File: src/rtl/pmod_i2c_pkg.sv
// Shared types and constants for the eurorack-pmod I2C scheduler.
//   job_id_e : job selector handed to the I2C transaction engine
//   state_e  : scheduler FSM states
//   widths   : job id, error counter, timers, strobe dividers, retry count
//   helpers  : first_set() priority pick, slot_job() run-slot to job id
package pmod_i2c_pkg;

    localparam int JOB_W   = 3;
    localparam int ERR_W   = 8;
    localparam int TIMER_W = 24;
    localparam int DIV_W   = 16;
    localparam int RETRY_W = 8;
    localparam int NUM_RUN = 3;

    typedef enum logic [JOB_W-1:0] {
        JOB_CODEC_CFG = 3'd0,
        JOB_LED_CFG   = 3'd1,
        JOB_EEPROM    = 3'd2,
        JOB_JACK      = 3'd3,
        JOB_LED_UPD   = 3'd4,
        JOB_TOUCH     = 3'd5
    } job_id_e;

    typedef enum logic [2:0] {
        PWR_LOW,
        PWR_WAIT,
        INIT_ISSUE,
        INIT_WAIT,
        IDLE,
        ISSUE,
        WAIT
    } state_e;

    // Run-phase slots, listed in base priority order.
    localparam int SLOT_JACK  = 0;
    localparam int SLOT_TOUCH = 1;
    localparam int SLOT_LED   = 2;

    // Lowest set index wins; returns the last slot when nothing is set.
    function automatic logic [1:0] first_set(input logic [NUM_RUN-1:0] v);
        if (v[SLOT_JACK])       return 2'd0;
        else if (v[SLOT_TOUCH]) return 2'd1;
        else                    return 2'd2;
    endfunction

    function automatic logic [JOB_W-1:0] slot_job(input logic [1:0] s);
        case (s)
            2'd0:    return JOB_JACK;
            2'd1:    return JOB_TOUCH;
            default: return JOB_LED_UPD;
        endcase
    endfunction

endpackage

File: src/rtl/pmod_i2c_scheduler_strobe_divider.sv
// strobe_divider: counts sample strobes and emits a one-cycle tick on every
// DIV-th strobe, then wraps.  Held at its reload value while en is low.
//   clk_256fs, rst_n : clock, async active-low reset
//   en               : count enable
//   strobe           : one-cycle sample-rate tick
//   tick             : one-cycle pulse, coincident with the DIV-th strobe
module strobe_divider
    import pmod_i2c_pkg::*;
#(
    parameter int DIV = 16
) (
    input  logic clk_256fs,
    input  logic rst_n,
    input  logic en,
    input  logic strobe,
    output logic tick
);

    localparam logic [DIV_W-1:0] RELOAD = DIV_W'(DIV - 1);

    logic [DIV_W-1:0] cnt_q;

    assign tick = en && strobe && (cnt_q == '0);

    always_ff @(posedge clk_256fs or negedge rst_n) begin
        if (!rst_n) begin
            cnt_q <= RELOAD;
        end else if (!en) begin
            cnt_q <= RELOAD;
        end else if (strobe) begin
            cnt_q <= (cnt_q == '0) ? RELOAD : cnt_q - DIV_W'(1);
        end
    end

endmodule

File: src/rtl/pmod_i2c_scheduler.sv
// pmod_i2c_scheduler: sequences all I2C traffic for one eurorack-pmod.
// Releases CODEC power-down, runs the startup jobs (CODEC cfg, LED cfg,
// EEPROM read) with retries, then schedules jack polls, LED updates and
// optional touch reads from strobe-driven dividers, one job in flight.
//   clk_256fs, rst_n      : clock, async active-low reset
//   strobe                : sample-rate tick feeding the run-phase dividers
//   pdn                   : CODEC power-down (0 = powered down)
//   job_valid/ready/id    : job offer handshake to the I2C engine
//   job_done/job_err      : end-of-job pulse and NACK qualifier
//   job_abort             : one-cycle pulse when a job times out
//   cfg_done, eeprom_done : startup finished / EEPROM read succeeded
//   err_count             : saturating error + timeout count
//
// state      | meaning
// -----------+------------------------------------------------------
// PWR_LOW    | pdn held low for PDN_LOW_CYCLES
// PWR_WAIT   | pdn high, waiting STARTUP_DELAY before the first job
// INIT_ISSUE | offering a startup job
// INIT_WAIT  | startup job in flight; retry on error/timeout
// IDLE       | run phase, picking the next pending job
// ISSUE      | offering a run-phase job
// WAIT       | run-phase job in flight
module pmod_i2c_scheduler
    import pmod_i2c_pkg::*;
#(
    parameter int PDN_LOW_CYCLES = 1024,
    parameter int STARTUP_DELAY  = 4096,
    parameter int JACK_DIV       = 16,
    parameter int LED_DIV        = 4,
    parameter int TOUCH_EN       = 0,
    parameter int TOUCH_DIV      = 8,
    parameter int TIMEOUT        = 65535,
    parameter int MAX_RETRY      = 3
) (
    input  logic             clk_256fs,
    input  logic             rst_n,
    input  logic             strobe,
    output logic             pdn,
    output logic             job_valid,
    input  logic             job_ready,
    output logic [JOB_W-1:0] job_id,
    input  logic             job_done,
    input  logic             job_err,
    output logic             job_abort,
    output logic             cfg_done,
    output logic             eeprom_done,
    output logic [ERR_W-1:0] err_count
);

    localparam logic [TIMER_W-1:0] PDN_RELOAD = TIMER_W'(PDN_LOW_CYCLES - 1);
    localparam logic [TIMER_W-1:0] SU_RELOAD  = TIMER_W'(STARTUP_DELAY - 1);
    localparam logic [TIMER_W-1:0] TO_RELOAD  = TIMER_W'(TIMEOUT - 1);
    localparam logic [RETRY_W-1:0] RETRY_LIM  = RETRY_W'(MAX_RETRY);

    state_e                      state_q, state_d;
    logic [TIMER_W-1:0]          timer_q, timer_d;
    logic [RETRY_W-1:0]          retry_q, retry_d;
    logic [NUM_RUN-1:0][1:0]     pass_q, pass_d;
    logic [NUM_RUN-1:0]          pend_q, tick_v, clr, starved;
    logic [1:0]                  sel_slot;
    logic                        timer_zero;
    logic                        tick_jack, tick_touch, tick_led;
    logic                        pdn_d, job_valid_d, job_abort_d;
    logic                        cfg_done_d, eeprom_done_d;
    logic [JOB_W-1:0]            job_id_d;
    logic [ERR_W-1:0]            err_count_d;
    logic                        err_inc, init_fail, init_ok;

    strobe_divider #(.DIV(JACK_DIV)) u_jack_div (
        .clk_256fs (clk_256fs),
        .rst_n     (rst_n),
        .en        (cfg_done),
        .strobe    (strobe),
        .tick      (tick_jack)
    );

    strobe_divider #(.DIV(TOUCH_DIV)) u_touch_div (
        .clk_256fs (clk_256fs),
        .rst_n     (rst_n),
        .en        (cfg_done && (TOUCH_EN != 0)),
        .strobe    (strobe),
        .tick      (tick_touch)
    );

    strobe_divider #(.DIV(LED_DIV)) u_led_div (
        .clk_256fs (clk_256fs),
        .rst_n     (rst_n),
        .en        (cfg_done),
        .strobe    (strobe),
        .tick      (tick_led)
    );

    assign tick_v     = {tick_led, tick_touch, tick_jack};
    assign timer_zero = (timer_q == '0);

    // A job passed over twice in a row overrides base priority.
    always_comb begin
        starved = '0;
        for (int i = 0; i < NUM_RUN; i++) begin
            starved[i] = pend_q[i] && (pass_q[i] == 2'd2);
        end
        sel_slot = (|starved) ? first_set(starved) : first_set(pend_q);
    end

    always_comb begin
        state_d       = state_q;
        timer_d       = timer_q;
        retry_d       = retry_q;
        pass_d        = pass_q;
        pdn_d         = pdn;
        job_valid_d   = job_valid;
        job_id_d      = job_id;
        job_abort_d   = 1'b0;
        cfg_done_d    = cfg_done;
        eeprom_done_d = eeprom_done;
        err_count_d   = err_count;
        clr           = '0;
        err_inc       = 1'b0;
        init_fail     = 1'b0;
        init_ok       = 1'b0;

        case (state_q)
            PWR_LOW: begin
                if (timer_zero) begin
                    pdn_d   = 1'b1;
                    timer_d = SU_RELOAD;
                    state_d = PWR_WAIT;
                end else begin
                    timer_d = timer_q - TIMER_W'(1);
                end
            end

            PWR_WAIT: begin
                if (timer_zero) begin
                    job_valid_d = 1'b1;
                    job_id_d    = JOB_CODEC_CFG;
                    retry_d     = '0;
                    state_d     = INIT_ISSUE;
                end else begin
                    timer_d = timer_q - TIMER_W'(1);
                end
            end

            INIT_ISSUE: begin
                if (job_ready) begin
                    job_valid_d = 1'b0;
                    timer_d     = TO_RELOAD;
                    state_d     = INIT_WAIT;
                end
            end

            INIT_WAIT: begin
                if (job_done) begin
                    if (job_err) begin
                        err_inc   = 1'b1;
                        init_fail = 1'b1;
                    end else begin
                        init_ok = 1'b1;
                        if (job_id == JOB_EEPROM) eeprom_done_d = 1'b1;
                    end
                end else if (timer_zero) begin
                    job_abort_d = 1'b1;
                    err_inc     = 1'b1;
                    init_fail   = 1'b1;
                end else begin
                    timer_d = timer_q - TIMER_W'(1);
                end

                // After the last retry fails the sequence moves on regardless.
                if (init_fail && (retry_q < RETRY_LIM)) begin
                    retry_d     = retry_q + RETRY_W'(1);
                    job_valid_d = 1'b1;
                    state_d     = INIT_ISSUE;
                end else if (init_fail || init_ok) begin
                    retry_d = '0;
                    if (job_id == JOB_EEPROM) begin
                        cfg_done_d = 1'b1;
                        state_d    = IDLE;
                    end else begin
                        job_id_d    = job_id + JOB_W'(1);
                        job_valid_d = 1'b1;
                        state_d     = INIT_ISSUE;
                    end
                end
            end

            IDLE: begin
                if (|pend_q) begin
                    job_id_d    = slot_job(sel_slot);
                    job_valid_d = 1'b1;
                    state_d     = ISSUE;
                    for (int i = 0; i < NUM_RUN; i++) begin
                        if (pend_q[i] && (2'(i) != sel_slot)) begin
                            pass_d[i] = (pass_q[i] == 2'd2) ? 2'd2 : pass_q[i] + 2'd1;
                        end else begin
                            pass_d[i] = 2'd0;
                        end
                    end
                end
            end

            ISSUE: begin
                if (job_ready) begin
                    job_valid_d     = 1'b0;
                    timer_d         = TO_RELOAD;
                    state_d         = WAIT;
                    clr[SLOT_JACK]  = (job_id == JOB_JACK);
                    clr[SLOT_TOUCH] = (job_id == JOB_TOUCH);
                    clr[SLOT_LED]   = (job_id == JOB_LED_UPD);
                end
            end

            WAIT: begin
                if (job_done) begin
                    err_inc = job_err;
                    state_d = IDLE;
                end else if (timer_zero) begin
                    job_abort_d = 1'b1;
                    err_inc     = 1'b1;
                    state_d     = IDLE;
                end else begin
                    timer_d = timer_q - TIMER_W'(1);
                end
            end

            default: state_d = PWR_LOW;
        endcase

        if (err_inc && (err_count != '1)) err_count_d = err_count + ERR_W'(1);
    end

    always_ff @(posedge clk_256fs or negedge rst_n) begin
        if (!rst_n) begin
            state_q     <= PWR_LOW;
            timer_q     <= PDN_RELOAD;
            retry_q     <= '0;
            pass_q      <= '0;
            pdn         <= 1'b0;
            job_valid   <= 1'b0;
            job_id      <= '0;
            job_abort   <= 1'b0;
            cfg_done    <= 1'b0;
            eeprom_done <= 1'b0;
            err_count   <= '0;
        end else begin
            state_q     <= state_d;
            timer_q     <= timer_d;
            retry_q     <= retry_d;
            pass_q      <= pass_d;
            pdn         <= pdn_d;
            job_valid   <= job_valid_d;
            job_id      <= job_id_d;
            job_abort   <= job_abort_d;
            cfg_done    <= cfg_done_d;
            eeprom_done <= eeprom_done_d;
            err_count   <= err_count_d;
        end
    end

    // A tick landing on the accept cycle keeps the bit set.
    always_ff @(posedge clk_256fs or negedge rst_n) begin
        if (!rst_n) begin
            pend_q <= '0;
        end else begin
            pend_q <= (pend_q & ~clr) | tick_v;
        end
    end

endmodule

File: config.mk
export PLATFORM = sky130hd
export DESIGN_NAME = pmod_i2c_scheduler
export DESIGN_NICKNAME = d
export VERILOG_FILES = /design/src/rtl/pmod_i2c_pkg.sv /design/src/rtl/pmod_i2c_scheduler_strobe_divider.sv /design/src/rtl/pmod_i2c_scheduler.sv
export SDC_FILE = /design/constraint.sdc
export NUM_CORES = 1
export LEC_CHECK = 0
export CORE_MARGIN = 1.5
export CORE_UTILIZATION = 60
export CTS_CLUSTER_DIAMETER = 200
export CTS_CLUSTER_SIZE = 28
export DETAILED_ROUTE_END_ITERATION = 8
export DONT_BUFFER_PORTS = 1
export HOLD_SLACK_MARGIN = 0.06
export PLACE_DENSITY_LB_ADDON = 0.05
export SKIP_LAST_GASP = 1
export SLEW_MARGIN = 25
export SYNTH_ARGS = -nofsm -noshare
export SYNTH_HDL_FRONTEND = slang
export SYNTH_HIERARCHICAL = 1
export SYNTH_SLANG_ARGS = --single-unit
File: constraint.sdc
create_clock -name clk_256fs -period 7.1 [get_ports clk_256fs]
set_clock_uncertainty 0.05 [all_clocks]
set_input_delay 0.71 -clock clk_256fs [delete_from_list [all_inputs] [get_ports clk_256fs]]
set_output_delay 0.71 -clock clk_256fs [all_outputs]
set_load 0.05 [all_outputs]
==> impl_metrics.json <==
{
  "status": "finished clean",
  "slowest_stage": "or4_4",
  "post-cts-setup-buffer-count": 0,
  "yosysTopAreaCell": "dfrtp_1",
  "syn_to_final_growth_pct": 4.637,
  "placed_area_sq_um": 6549,
  "crit_fanout": 5,
  "rsz0062_at_grt": "no",
  "ys_top_cells_by_count": "dfrtp_1, nand2_1, nor2_1",
  "period_needed_ps": 2819,
  "clock_sinks": 108,
  "synth_most_common_cell": "dfrtp_1",
  "dr.pass1.iters": 5,
  "min_period_over_period_pct": 39.71,
  "drv_cap": 0,
  "drt-wirelength-per-cell_um": 17.08,
  "drtIter0Drc": 369,
  "setup_viol": 0,
  "place.port_buffers": 0,
  "r2r_cells": 6,
  "path_class": "flip-flop to flip-flop",
  "fmax_ghz": 0.3547,
  "startpoint": "timer_q[18]$_DFFE_PN0P_",
  "drive_gt1_share_pct": 10.69,
  "drc_errors": 0,
  "cp_data_arrival_time_ps": 3060,
  "diodes": 0,
  "final_util_pct": 65.06,
  "hold_path_class": "primary input to asynchronous set/reset pin",
  "ctsRootBufferMaster": "clkbuf_8",
  "maxSlewViolCount": 0,
  "final_cell_area_sq_um": 6777,
  "ys_warn_count": 6,
  "antenna_found_initial": 0,
  "insertion_delay_ps": 390,
  "synthCells": 685,
  "final_net_count": 701,
  "die_area_sq_um": 11430,
  "cts_made_buffers": 9,
  "yosysTopAreaCellShare_pct": 34.39,
  "synthesis.area_sq_um": 6476,
  "finalSetupTns_ps": 0,
  "cts_tree": "done",
  "die_w_um": 106.9,
  "grt_pass1_vias": 5066,
  "slew_headroom_pct": 45.70,
  "regToRegSetupSlack_ps": 4280,
  "clk_path_buf_depth": 2,
  "ys_types": 80,
  "synth_edf_count": 0,
  "grt_max_degree": 90,
  "core.rowCount": 37,
  "crit_path_max_incr_delay_ps": 580,
  "overflow": 0,
  "ios": 22,
  "synth_area_leaders": "dfrtp_1, dfstp_2, nand2_1, ha_1, o21ai_0",
  "synthFlopType": "dfrtp_1",
  "end_kind": "flip-flop",
  "crit_chain": "or4_4 > nor4_1 > nand4_1 > a211oi_2 > or2_4 > mux2_4",
  "hold_slack_ps": 101.1,
  "via_per_inst": 6.462,
  "hpwl_um": 9296,
  "ant_nets": 0,
  "yosysSeqAreaShare_pct": 42.10,
  "async_flop_share_pct": 100.0,
  "p_leak_nw": 2.810,
  "p_per_area_nw_per_um2": 264.8,
  "worst_slack_ps": 4281,
  "die_y_um": 106.9,
  "pre_cts_ws_ps": 4340,
  "ys_seq_elements": 108,
  "core_sq_um": 10420,
  "dr_total_vias": 5292,
  "r2r_end": "job_id[1]$_DFFE_PN0P_",
  "tightest_slew_ps": 807.1,
  "critical_path.startpoint_type": "flip-flop",
  "grt_pass1_wl_um": 23720,
  "r2r-start": "timer_q[18]$_DFFE_PN0P_",
  "initial_utilization_pct": 62.17,
  "final-hold-violation-count": 0,
  "htree_levels": 3,
  "gp_congestion": 0.8172,
  "clkTransAtPathRegs_ps": 100,
  "ir_drop_v": 0.0002265,
  "grtUsageTotal_pct": 26.05,
  "required_ps": 7340,
  "wirelength_um": 13990,
  "synth_area_per_cell_sq_um": 9.454
}
-- worst max-delay path by stage --
| stage | cells after the start | slack, ps | endpoint |
|---|---|---|---|
| 2_1_floorplan | 6 | 4540 | job_id[1]$_DFFE_PN0P_ |
| 3_5_place_dp | 5 | 4340 | timer_q[14]$_DFFE_PN0P_ |
| 6_report | 6 | 4280 | job_id[1]$_DFFE_PN0P_ |
| 5_1_grt | 6 | 4120 | timer_q[13]$_DFFE_PN0P_ |
| 4_1_cts | 6 | 4320 | job_id[1]$_DFFE_PN0P_ |
| 3_3_place_gp | 6 | 4390 | timer_q[13]$_DFFE_PN0P_ |
-- area by class of cell --
class / count / area [sq um]
fill: 862 / 3640
timing repair buffer: 2 / 35.03
tap: 136 / 170.2
sequential: 108 / 2726
clock buffer: 12 / 145.1
clock inverter: 4 / 50.05
inverter: 30 / 112.6
multi-input combinational: 527 / 3537
-- through the flow --
stage / instances / power (mW)
after CTS: 819 / 1.805
after global routing: 819 / 1.908
final: 819 / 1.794
after detailed placement: 802 / 1.401
after global placement: 802 / 1.383
after floorplan: 686 / 1.283
-- timing repair --
action	CTS	global route
hold buffers	1	0
endpoints found under the hold margin	89	0
endpoints found under the setup margin	0	0
gates resized for setup	0	0
-- flip-flops by register name, summed over array words and instances (netlist names) --
signal             count
pass_q                 6
u_touch_div/cnt_q     16
job_id                 3
job_abort              1
pend_q                 3
u_led_div/cnt_q       16
eeprom_done            1
retry_q                8
job_valid              1
err_count              8
state_q                3
cfg_done               1
timer_q               24
u_jack_div/cnt_q      16
pdn                    1
-- cells in the final DEF, fill, tap and decap left out, drive strengths merged, types with 19 or more instances in the layout --
master	netlist	layout
dfstp	19	19
nor2	41	41
nor4	24	24
a21oi	27	27
nand3	25	25
inv	30	30
o21ai	40	40
dfrtp	89	89
nand2	71	71
nor3	33	33
-- power by group --
part           internal [mW]  total, mW  leakage [nW]  switching, mW
Sequential             0.687      0.878          1.39          0.191
Clock                  0.173      0.384        0.0926          0.212
Combinational          0.200      0.532          1.33          0.332
Total                   1.06       1.79          2.81          0.735
-- worst max-delay path: cells and delay by family, from the launching register on --
kind | cells | cell delay [ps]
multiplexers | 1 | 290
flip-flops | 1 | 430
AND/OR/NAND/NOR | 4 | 1530
AO/OA/AOI/OAI | 1 | 410
-- kinds of logic (layout without fill, tap and decap cells) --
family | Yosys count | count (layout) | share of synthesized area, %
DFF | 108 | 108 | 42.10
other | 1 | 2 | 0.05790
adders and majority gates | 17 | 17 | 3.284
xor gates and xnor gates | 24 | 24 | 3.246
buffers and inverters | 51 | 48 | 3.420
and+or+nand+nor | 323 | 323 | 30.58
muxes | 6 | 6 | 1.024
AOI/OAI and AO/OA | 155 | 155 | 16.29
-- layer usage --
layer	share of wire (%)	GRT usage, %
met3	4.3	6.444
met5	0	0
met4	0.99	6.857
met2	48	42.99
met1	47	34.40
No activity file was read; power rests on OpenSTA's default activity.
